### src/rtl/reg_pkg.sv
// rtl/reg_pkg.sv - shared constants and controller state type for the register write arbiter
package reg_pkg;

  localparam int ADDR_W   = 4;
  localparam int DATA_W   = 8;
  localparam int NUM_REGS = 2 ** ADDR_W;

  typedef enum logic {
    IDLE  = 1'b0,
    CLEAR = 1'b1
  } ctrl_state_t;

endpackage

### src/rtl/rr_arb2.sv
// rtl/rr_arb2.sv - two-way round-robin grant with a pointer that moves only on a transfer
module rr_arb2 (
  input  logic       clk,
  input  logic       reset,
  input  logic       valid0,
  input  logic       valid1,
  input  logic       xfer,
  output logic [1:0] grant
);

  // prio1 set means requester 1 wins the next tie
  logic prio1;

  always_ff @(posedge clk or negedge reset) begin
    if (!reset) begin
      prio1 <= 1'b0;
    end else if (xfer) begin
      prio1 <= grant[0];
    end
  end

  always_comb begin
    grant = 2'b00;
    if (valid0 && valid1) begin
      grant = prio1 ? 2'b10 : 2'b01;
    end else if (valid0) begin
      grant = 2'b01;
    end else if (valid1) begin
      grant = 2'b10;
    end
  end

endmodule

### src/rtl/reg_write_arbiter.sv
// rtl/reg_write_arbiter.sv - shares the register file write port between two requesters and a clear sweep
module reg_write_arbiter
  import reg_pkg::ctrl_state_t;
  import reg_pkg::IDLE;
  import reg_pkg::CLEAR;
#(
  parameter int ADDR_W   = reg_pkg::ADDR_W,
  parameter int DATA_W   = reg_pkg::DATA_W,
  parameter int NUM_REGS = reg_pkg::NUM_REGS
) (
  input  logic              clk,
  input  logic              reset,
  input  logic              req0_valid,
  input  logic [ADDR_W-1:0] req0_addr,
  input  logic [DATA_W-1:0] req0_data,
  output logic              req0_ready,
  input  logic              req1_valid,
  input  logic [ADDR_W-1:0] req1_addr,
  input  logic [DATA_W-1:0] req1_data,
  output logic              req1_ready,
  input  logic              clear_start,
  output logic              clear_busy,
  output logic              clear_done,
  output logic [ADDR_W-1:0] wa,
  output logic [DATA_W-1:0] wd,
  output logic              we
);

  // One extra counter bit lets k reach NUM_REGS without wrapping to zero
  localparam logic [ADDR_W:0] K_LAST  = (ADDR_W+1)'(NUM_REGS);
  localparam logic [ADDR_W:0] K_FINAL = (ADDR_W+1)'(NUM_REGS - 1);
  localparam logic [ADDR_W:0] K_ONE   = (ADDR_W+1)'(1);

  ctrl_state_t       state, state_n;
  logic [ADDR_W:0]   k, k_n;
  logic [1:0]        grant;
  logic              xfer;
  logic              we_n, busy_n, done_n;
  logic [ADDR_W-1:0] wa_n;
  logic [DATA_W-1:0] wd_n;

  rr_arb2 u_arb (
    .clk    (clk),
    .reset  (reset),
    .valid0 (req0_valid),
    .valid1 (req1_valid),
    .xfer   (xfer),
    .grant  (grant)
  );

  assign req0_ready = (state == IDLE) && !clear_start && grant[0];
  assign req1_ready = (state == IDLE) && !clear_start && grant[1];
  assign xfer       = (req0_valid && req0_ready) || (req1_valid && req1_ready);

  always_ff @(posedge clk or negedge reset) begin
    if (!reset) begin
      state <= IDLE;
      k     <= '0;
    end else begin
      state <= state_n;
      k     <= k_n;
    end
  end

  always_comb begin
    state_n = state;
    case (state)
      IDLE:    if (clear_start) state_n = CLEAR;
      CLEAR:   if (k == K_LAST) state_n = IDLE;
      default: state_n = IDLE;
    endcase
  end

  // Next values of the registered write port; wa/wd hold when nothing is written
  always_comb begin
    k_n    = '0;
    we_n   = 1'b0;
    wa_n   = wa;
    wd_n   = wd;
    busy_n = 1'b0;
    done_n = 1'b0;
    case (state)
      IDLE: begin
        if (clear_start) begin
          k_n    = K_ONE;
          we_n   = 1'b1;
          wa_n   = '0;
          wd_n   = '0;
          busy_n = 1'b1;
        end else if (xfer) begin
          we_n = 1'b1;
          wa_n = grant[1] ? req1_addr : req0_addr;
          wd_n = grant[1] ? req1_data : req0_data;
        end
      end
      CLEAR: begin
        if (k != K_LAST) begin
          k_n    = k + 1'b1;
          we_n   = 1'b1;
          wa_n   = k[ADDR_W-1:0];
          wd_n   = '0;
          busy_n = 1'b1;
          done_n = (k == K_FINAL);
        end
      end
      default: ;
    endcase
  end

  always_ff @(posedge clk or negedge reset) begin
    if (!reset) begin
      we         <= 1'b0;
      wa         <= '0;
      wd         <= '0;
      clear_busy <= 1'b0;
      clear_done <= 1'b0;
    end else begin
      we         <= we_n;
      wa         <= wa_n;
      wd         <= wd_n;
      clear_busy <= busy_n;
      clear_done <= done_n;
    end
  end

endmodule

### config.mk
export PLATFORM = sky130hd
export DESIGN_NAME = reg_write_arbiter
export DESIGN_NICKNAME = d
export VERILOG_FILES = /design/src/rtl/reg_pkg.sv /design/src/rtl/rr_arb2.sv /design/src/rtl/reg_write_arbiter.sv
export SDC_FILE = /design/constraint.sdc
export NUM_CORES = 1
export LEC_CHECK = 0
export BUFFER_PORTS_ARGS = -buffer_cell sky130_fd_sc_hd__buf_4
export CELL_PAD_IN_SITES_DETAIL_PLACEMENT = 2
export CELL_PAD_IN_SITES_GLOBAL_PLACEMENT = 2
export CORE_ASPECT_RATIO = 1.25
export CORE_MARGIN = 4
export CORE_UTILIZATION = 24
export DETAILED_ROUTE_END_ITERATION = 10
export HOLD_SLACK_MARGIN = 0.15
export PLACE_DENSITY_LB_ADDON = 0.1
export SETUP_SLACK_MARGIN = 0.4
export SYNTH_ARGS = -nofsm -noshare
export SYNTH_HDL_FRONTEND = slang
export SYNTH_SLANG_ARGS = --single-unit
### constraint.sdc
create_clock -name clk -period 1.76 [get_ports clk]
set_clock_uncertainty 0.15 [all_clocks]
set_input_delay 0.352 -clock clk [delete_from_list [all_inputs] [get_ports clk]]
set_output_delay 0.352 -clock clk [all_outputs]
set_load 0.05 [all_outputs]
* Word-level counts from Yosys, hierarchy flattened
Cells that the tools add are included.
Widths: inputs -> output; s select.
** Storage, ports and cells
- Register bits :: 22
- Logic and storage cells :: 51
** Operators by class
- Eq/ne operators :: 5
- Bitwise logic cells :: 1
- Muxes and demuxes :: 27
- Add/subtract/negate cells :: 1
- Reduce and logical (&&, ||, !) cells :: 9
** Operator list (number)
- $mux 8 :: 4
- $mux 4 :: 4
- $pmux 8 s2 :: 1
- $pmux 5 s2 :: 1
- $mux 1 :: 8
- $mux 2 :: 4
- $pmux 4 s2 :: 1
- $logic_and 1x1->1 :: 6
- $pmux 1 s2 :: 3
- $add 5x1->5 const B :: 1
- $eq 5x4->1 const B :: 1
- $eq 5x5->1 const B :: 1
- $mux 5 :: 1
- $ne 5x5->1 const B :: 1
- $ne 3x2->1 const B :: 1
- $ne 2x1->1 const B :: 1
- $reduce_and 2->1 :: 1
- $logic_not 1->1 :: 1
- $logic_or 1x1->1 :: 1
- $not 1->1 :: 1

* Depth between registers and ports, before layout
Gate-level depths: netlist of run 1.
- Word-level depth :: 9
- Gate-level depth with buffers :: 8

* By module
A second synthesis of run 1 with hierarchy kept.
** Unflattened totals
- Cells, all modules :: 97
- Area, all modules :: 1106.1 um^2
** By module, submodules not included
- reg_write_arbiter :: area an instance 1043.5 um^2, cells an instance 92, instances 1, seq. area each 500.5 um^2
- rr_arb2 :: area an instance 62.6 um^2, cells an instance 5, instances 1, seq. area each 25.0 um^2

* Worst setup path after synthesis of run 1
Ideal clock, no wire load.
- Path kind :: register to output
- From :: reg clear_busy (netlist name)
- To :: out req1_ready
- Buffers on the path :: 2
- Cell stages (with the launch flop) :: 5
- Data required time :: 1.258 ns
- Path slack :: -0.722 ns
- Data arrival time :: 1.980 ns
- Cell sequence :: dfrtp_1 clkbuf_1 or2_2 clkbuf_1 nor2_1
** RTL lines
- end, declared :: line reg_write_arbiter.sv:20 : output logic req1_ready,

* Worst setup path after layout of run 1
- From :: reg k[1]
- To :: reg wd[0]
** On the way
- Word-level cells in the longest chain between the ends :: 3
** RTL lines
- start, declared :: line reg_write_arbiter.sv:35 : logic [ADDR_W:0] k, k_n;
- start signal, assigned :: line reg_write_arbiter.sv:61 : k <= k_n;
- $ne 5x5->1 :: line reg_write_arbiter.sv:97 : if (k != K_LAST) begin
- $ne 2x1->1 (no line)
- $reduce_and 2->1 (no line)
- end signal, assigned :: line reg_write_arbiter.sv:120 : wd <= wd_n;
- end, declared :: line reg_write_arbiter.sv:25 : output logic [DATA_W-1:0] wd,
No other way between the ends.
A chain may end at the register's enable or synchronous reset.

==> results.py, run 1 <==
metrics = {
    "timing": {
        "max_slew.worst_pin.slew_ps": 331,
        "rsz0062_at_grt": "true",
        "clock.fmax_mhz": 571,
        "finalSetupViolations": 0,
        "maxSlewHeadroom_pct": 77.3,
        "drv_slew": 0,
        "finalHoldViolations": 0,
        "fin_crit_ps": 1750,
        "finalCritPeriodShare_pct": 99.5,
    },
    "setup_path": {
        "crit_fanout": 9,
        "worstSetupPathType": "reg2reg",
        "end_kind": "flip-flop",
        "crit_required_ps": 1790,
        "arrival_ps": 1780,
        "critPathSlowestCell": "dfrtp_1",
        "path_cells": "inv_2 -> ha_2 -> and4bb_4 -> a22o_4 -> buf_16 -> o31ai_4",
        "start_kind": "flip-flop",
        "cp_slowest_stage_delay_ps": 390,
    },
    "synth": {
        "synth_area_leaders": "dfrtp_1 49%, mux2i_1 7.5%, nand2_1 4.2%, o31ai_1 4.2%, a31oi_1 4.1%",
        "synth_top_area_share_pct": 48.9,
        "syn_nets": 136,
        "ys_seq_area_share_pct": 48.9,
        "netlist.top_cell.by_area": "dfrtp_1",
        "yosysWarnings": 0,
        "synth.distinct_cells": 25,
        "avgSynthCellArea_um2": 10.3,
        "synth_seq_cells": 21,
        "syn_area_um2": 1070,
        "synthCells": 104,
    },
    "place": {
        "io_buffers": 45,
        "gp_congestion": 0.704,
        "hpwl_mm": 2.84,
    },
    "global_route": {
        "met2_usage_pct": 26.3,
        "grt_pass1_vias": 1181,
        "grt_pass1_wl_mm": 6.39,
        "overflow": 0,
        "grt_use_total_pct": 15.2,
        "antenna_found_initial": 0,
        "grt_max_degree": 22,
        "grt_util_met1_pct": 18.8,
        "gr-usage-met3_pct": 2.57,
        "grt-busiest-layer": "met2",
    },
    "clock_network": {
        "cts.sink_count": 21,
        "clockBufferDepth": 2,
        "cts_root_buffer": "clkbuf_8",
        "cts_buffers": 3,
        "clkSlewWorstSetupHoldPaths_ps": 80,
        "clock_latency_ps": 260,
        "htree_levels": 1,
        "tritoncts": "yes",
    },
    "floorplanning": {
        "placementRows": 26,
        "coreArea_um2": 4200,
        "die_h_um": 82.8,
        "io_pins": 46,
        "die_area_um2": 5620,
        "initial_core_util_pct": 25.6,
        "die_w_um": 67.9,
    },
    "routing": {
        "ant_nets": 0,
        "drt_first_pass_iters": 3,
        "via_per_inst": 4.71,
        "num_vias": 1087,
        "wl_mm": 4.38,
        "drcViolationCount": 0,
        "wl_per_cell_um": 19.0,
        "first_iter_violations": 11,
    },
    "final_layout": {
        "num-nets-final": 208,
        "drive_above_1_share_pct": 66.3,
        "synthToLayoutAreaGrowth_pct": 93.6,
        "fin_util_pct": 49.6,
        "final_common_cell": "buf_4",
        "n_antenna_cell": 0,
        "final_cell_mix": "47 x buf_4, 21 x buf_6, 20 x dfrtp_1",
    },
    "pwr": {
        "powerDensity_nw_per_um2": 1300,
        "power_leakage_nw": 0.961,
        "ir_drop_mv": 0.630,
        "p_total_mw": 2.71,
    },
    "hold_path": {
        "hold_class": "in2reg",
    },
    "status": {
        "status": "finished clean",
    },
    "run": {
        "drv_cap": 0,
    },
}
==> critical path: cells and delay by family (launching register included) <==
family,cells,cell delay [ps]
buffers and inverters,2,220
AOI/OAI and AO/OA,2,530
adders and majority gates,1,170
DFF,1,390
and+or+nand+nor,1,200
==> cell type report <==
class | count | area (um^2)
fillers | 417 | 2120
multi-input cells | 73 | 721
repair buffers | 73 | 689
flip-flops and latches | 21 | 527
well taps | 56 | 70.1
clock buffers | 3 | 41.3
inverters | 4 | 27.5
clock inverters | 1 | 5.00
==> stage by stage <==
step,std cells,area (um^2),setup TNS (ps),setup WS (ps),hold WS (ps)
after detailed placement,209,1560,0,22.6,112
final,231,2080,0,7.96,203
after global placement,209,1560,0,103,113
after CTS,220,1850,0,30.6,206
after global routing,231,2080,-581,-70.8,208
after floorplan,104,1120,-144,-82.9,-93.6
==> sequential cells by signal, indices dropped and copies added (netlist names) <==
| register | flops |
|---|---|
| clear_busy | 1 |
| clear_done | 1 |
| k | 5 |
| u_arb.prio1 | 1 |
| wa | 4 |
| wd | 8 |
| we | 1 |
==> cell usage after synthesis <==
cell type  count
inv_2          1
a21oi_1        7
buf_4          1
or2_2          1
inv_1          3
o31ai_2        2
and4_1         4
nor2b_1        1
clkbuf_1       3
buf_6          2
and4bb_4       1
and2_1         3
mux2_2         1
nor2_1        10
dfrtp_1       21
nand2_1       12
xnor2_1        2
ha_1           3
a31oi_1        7
nand2b_1       2
o31ai_1        6
and3_1         1
nand3_1        1
mux2i_1        8
a22o_1         1
==> worst paths after layout <==
path / from / end / slack, ps / depth (start not counted)
worst max-delay path: k[1]$_DFF_PN0_ / wd[0]$_DFFE_PN0P_ / 8 / 6
worst min-delay path: req1_valid / u_arb.prio1$_DFFE_PN0P_ / 200 / 2
worst max register to register: k[1]$_DFF_PN0_ / wd[0]$_DFFE_PN0P_ / 8 / 6
worst min register to register: wd[4]$_DFFE_PN0P_ / wd[4]$_DFFE_PN0P_ / 370 / 2
max in group asynchronous: reset / clear_busy$_DFF_PN0_ / 850 / 2
min in group asynchronous: reset / wd[1]$_DFFE_PN0P_ / 360 / 2
==> logic make-up (layout without fill, tap and decap cells) <==
logic type	count (synthesis)	after routing	share of synthesized area [%]
xor gates and xnor gates	2	2	1.63
muxes	9	9	8.50
adders and majority gates	3	3	3.49
and+or+nand+nor	36	36	17.6
DFF	21	21	48.9
AOI/OAI and AO/OA	23	23	14.7
buffers and inverters	10	81	5.24
==> where the power goes <==
part | switching [mW] | internal, mW | leakage [nW]
registers | 0.123 | 0.629 | 0.262
logic | 0.844 | 0.781 | 0.673
clock network | 0.173 | 0.158 | 0.0255
==> layer usage <==
| layer | up-vias | share of wire (%) | routed length, um |
|---|---|---|---|
| met5 | - | 0 | 0 |
| met3 | 6 | 3.9 | 172 |
| met4 | 0 | 1.3 | 57 |
| met2 | 30 | 54 | 2360 |
| met1 | 542 | 41 | 1800 |
| li1 | 509 | - | - |
==> timing repair <==
item / in CTS / in global routing
resized for setup: 34 / 37
cloned: 2 / 0
pin swaps: 9 / 7
hold buffers: 1 / 0
endpoints found under the setup margin: 25 / 34
endpoints found under the hold margin: 21 / 0
setup buffers: 4 / 11
Power figures use the tool's default switching activity.
==> run 2, diff against run 1 <==
--- a/config.mk
+++ b/config.mk
@@ -5,12 +5,13 @@
 export SDC_FILE = /design/constraint.sdc
 export NUM_CORES = 1
 export LEC_CHECK = 0
+export ABC_AREA = 1
 export BUFFER_PORTS_ARGS = -buffer_cell sky130_fd_sc_hd__buf_4
 export CELL_PAD_IN_SITES_DETAIL_PLACEMENT = 2
 export CELL_PAD_IN_SITES_GLOBAL_PLACEMENT = 2
 export CORE_ASPECT_RATIO = 1.25
 export CORE_MARGIN = 4
-export CORE_UTILIZATION = 24
+export CORE_UTILIZATION = 23
 export DETAILED_ROUTE_END_ITERATION = 10
 export HOLD_SLACK_MARGIN = 0.15
 export PLACE_DENSITY_LB_ADDON = 0.1
==> results.py, run 2 <==
metrics = {
    "status": {
        "status": "finished clean",
    },
    "global_route": {
        "antenna_found_initial": 0,
        "grt_max_degree": 22,
        "overflow": 0,
        "grt_pass1_wl_mm": 6.91,
        "grt_use_total_pct": 14.4,
        "grt_pass1_vias": 1372,
    },
    "floorplanning": {
        "io_pins": 46,
        "initial_core_util_pct": 23.6,
        "coreArea_um2": 4730,
        "die_w_um": 70.3,
        "placementRows": 28,
        "die_area_um2": 6040,
        "die_h_um": 85.9,
    },
    "timing": {
        "clock.fmax_mhz": 603,
        "fin_crit_ps": 1660,
        "finalSetupViolations": 0,
        "finalHoldViolations": 0,
        "rsz0062_at_grt": "true",
        "fin_setup_tns_ps": 0,
        "maxSlewHeadroom_pct": 81.0,
        "finalCritPeriodShare_pct": 94.3,
        "drv_slew": 0,
        "max_slew.worst_pin.slew_ps": 286,
    },
    "routing": {
        "wl_per_cell_um": 15.7,
        "route.met2.wl_mm": 2.63,
        "routed.top_layer": "met4",
        "route.met3.wl_um": 159,
        "drt_first_pass_iters": 4,
        "via_per_inst": 4.48,
        "drcViolationCount": 0,
        "wl_mm": 4.45,
        "ant_nets": 0,
        "met1_length_mm": 1.59,
        "num_vias": 1268,
        "first_iter_violations": 22,
    },
    "final_layout": {
        "final_cell_mix": "58 x buf_4, 40 x nand2_1, 20 x nand2_2, 20 x dfrtp_1, 19 x buf_6",
        "final_common_cell": "buf_4",
        "drive_above_1_share_pct": 57.0,
        "reg_top3": "wd x8, k x5, wa x4",
        "synthToLayoutAreaGrowth_pct": 84.8,
        "num-nets-final": 256,
        "top_register": "wd",
        "n_antenna_cell": 0,
        "largest_reg_flops": 8,
    },
    "clock_network": {
        "cts_buffers": 3,
        "tritoncts": "yes",
        "clock_latency_ps": 260,
        "clockBufferDepth": 2,
        "clkSlewWorstSetupHoldPaths_ps": 80,
        "cts_root_buffer": "clkbuf_8",
        "cts.sink_count": 21,
        "htree_levels": 1,
    },
    "synth": {
        "netlist.top_cell.by_area": "dfrtp_1",
        "synthCells": 142,
        "syn_nets": 174,
        "yosysWarnings": 0,
        "synth_seq_cells": 21,
        "synth_area_leaders": "dfrtp_1 47%, nand2_1 21%, nand3_1 8.1%, nor2_8 3.6%, ha_1 3.4%",
        "synth_top_area_share_pct": 47.0,
        "synth_common_cells": "62 x nand2_1, 21 x dfrtp_1, 18 x nand3_1",
        "ys_seq_area_share_pct": 47.0,
        "synth_edf_count": 0,
        "async_reset_ff_share_pct": 100,
        "synth.distinct_cells": 18,
        "avgSynthCellArea_um2": 7.87,
        "synth-main-ff-cell": "dfrtp_1",
        "synth.most_common_cell": "nand2_1",
        "syn_area_um2": 1120,
    },
    "place": {
        "hpwl_mm": 2.93,
        "io_buffers": 45,
        "gp_congestion": 0.758,
    },
    "pwr": {
        "powerDensity_nw_per_um2": 1420,
        "power_leakage_nw": 1.11,
        "p_total_mw": 2.94,
        "ir_drop_mv": 0.802,
    },
    "hold_path": {
        "hold_path_depth": 3,
        "hold_class": "in2reg",
        "whs_endpoint": "clear_busy$_DFF_PN0_",
        "hold_path_startpoint": "clear_start",
    },
    "setup_path": {
        "worstSetupPathType": "reg2out",
        "end_kind": "output pin",
        "r2r-start": "clear_busy$_DFF_PN0_",
        "timing.rr.end": "wa[3]$_DFFE_PN0P_",
        "critPathSlowestCell": "dfrtp_2",
        "critPathMostFrequentCell": "nor2_8",
        "path_depth": 4,
        "cp_slowest_stage_delay_ps": 450,
        "start_kind": "flip-flop",
        "cp_num_buf_inv": 2,
        "reg2regPathDepth": 8,
        "r2r_slack_ps": 230,
        "crit_required_ps": 1260,
        "crit_fanout": 3,
        "cp_top_family": "flip-flops",
        "path_cells": "nor2_8 -> inv_6 -> nor2_8 -> buf_8",
        "arrival_ps": 1160,
    },
    "run": {
        "drv_cap": 0,
    },
}
==> run 2: worst min-delay path, cell delays in order <==
cell,delay (ps)
buf_4,120
nand2_2,70
nand2_1,60
==> run 2: worst max path at each step <==
stage                              start          to
finish              clear_busy$_DFF_PN0_  req1_ready
global route        clear_busy$_DFF_PN0_  req1_ready
CTS                 clear_busy$_DFF_PN0_  req1_ready
detailed placement            req0_valid  req1_ready
global placement              req0_valid  req1_ready
floorplan           clear_busy$_DFF_PN0_  req0_ready
==> run 2: cells by family after synthesis <==
family / Yosys count / synth area share, %
simple gates: 100 / 41.2
fa+ha+maj: 3 / 3.36
xor+xnor: 1 / 0.784
flops: 21 / 47.0
compound gates: 2 / 1.23
buf+inv: 15 / 6.38
==> run 2: metrics by stage <==
stage,setup slack [ps],utilization (%),std cells,instance area [um^2],hold slack [ps]
2_1_floorplan,108,-,142,1140,-93.6
3_3_place_gp,203,32.5,246,1540,112
3_5_place_dp,169,32.5,246,1540,115
4_1_cts,87.1,38.0,261,1800,220
5_1_grt,54.7,43.7,283,2060,223
6_report,101,43.7,283,2060,225
==> run 2: metal layers <==
metal  vias up  track usage [%]
li1        612                -
met1       621             15.0
met2        28             28.5
met3         7             2.93
met4         0             4.18
met5         -                0
==> run 2: where the power goes <==
| part | internal (mW) | total [mW] | switching, mW |
|---|---|---|---|
| sequential | 0.642 | 0.795 | 0.154 |
| combinational | 0.810 | 1.82 | 1.01 |
| clock | 0.162 | 0.324 | 0.163 |
| total | 1.61 | 2.94 | 1.32 |
==> run 2: what timing repair did <==
action	in CTS	in global routing
endpoints found under the hold margin	21	0
setup buffers	9	22
endpoints found under the setup margin	26	33
pin swaps	15	8
hold buffers	1	0
gates resized for setup	36	36
cloned	1	0
==> run 2: area by class of cell <==
type | count | area [um^2]
Fill cell | 513 | 2670
Timing Repair Buffer | 82 | 719
Multi-Input combinational cell | 106 | 648
Clock buffer | 4 | 45.0
Tap cell | 60 | 75.1
Inverter | 10 | 50.0
Sequential cell | 21 | 527
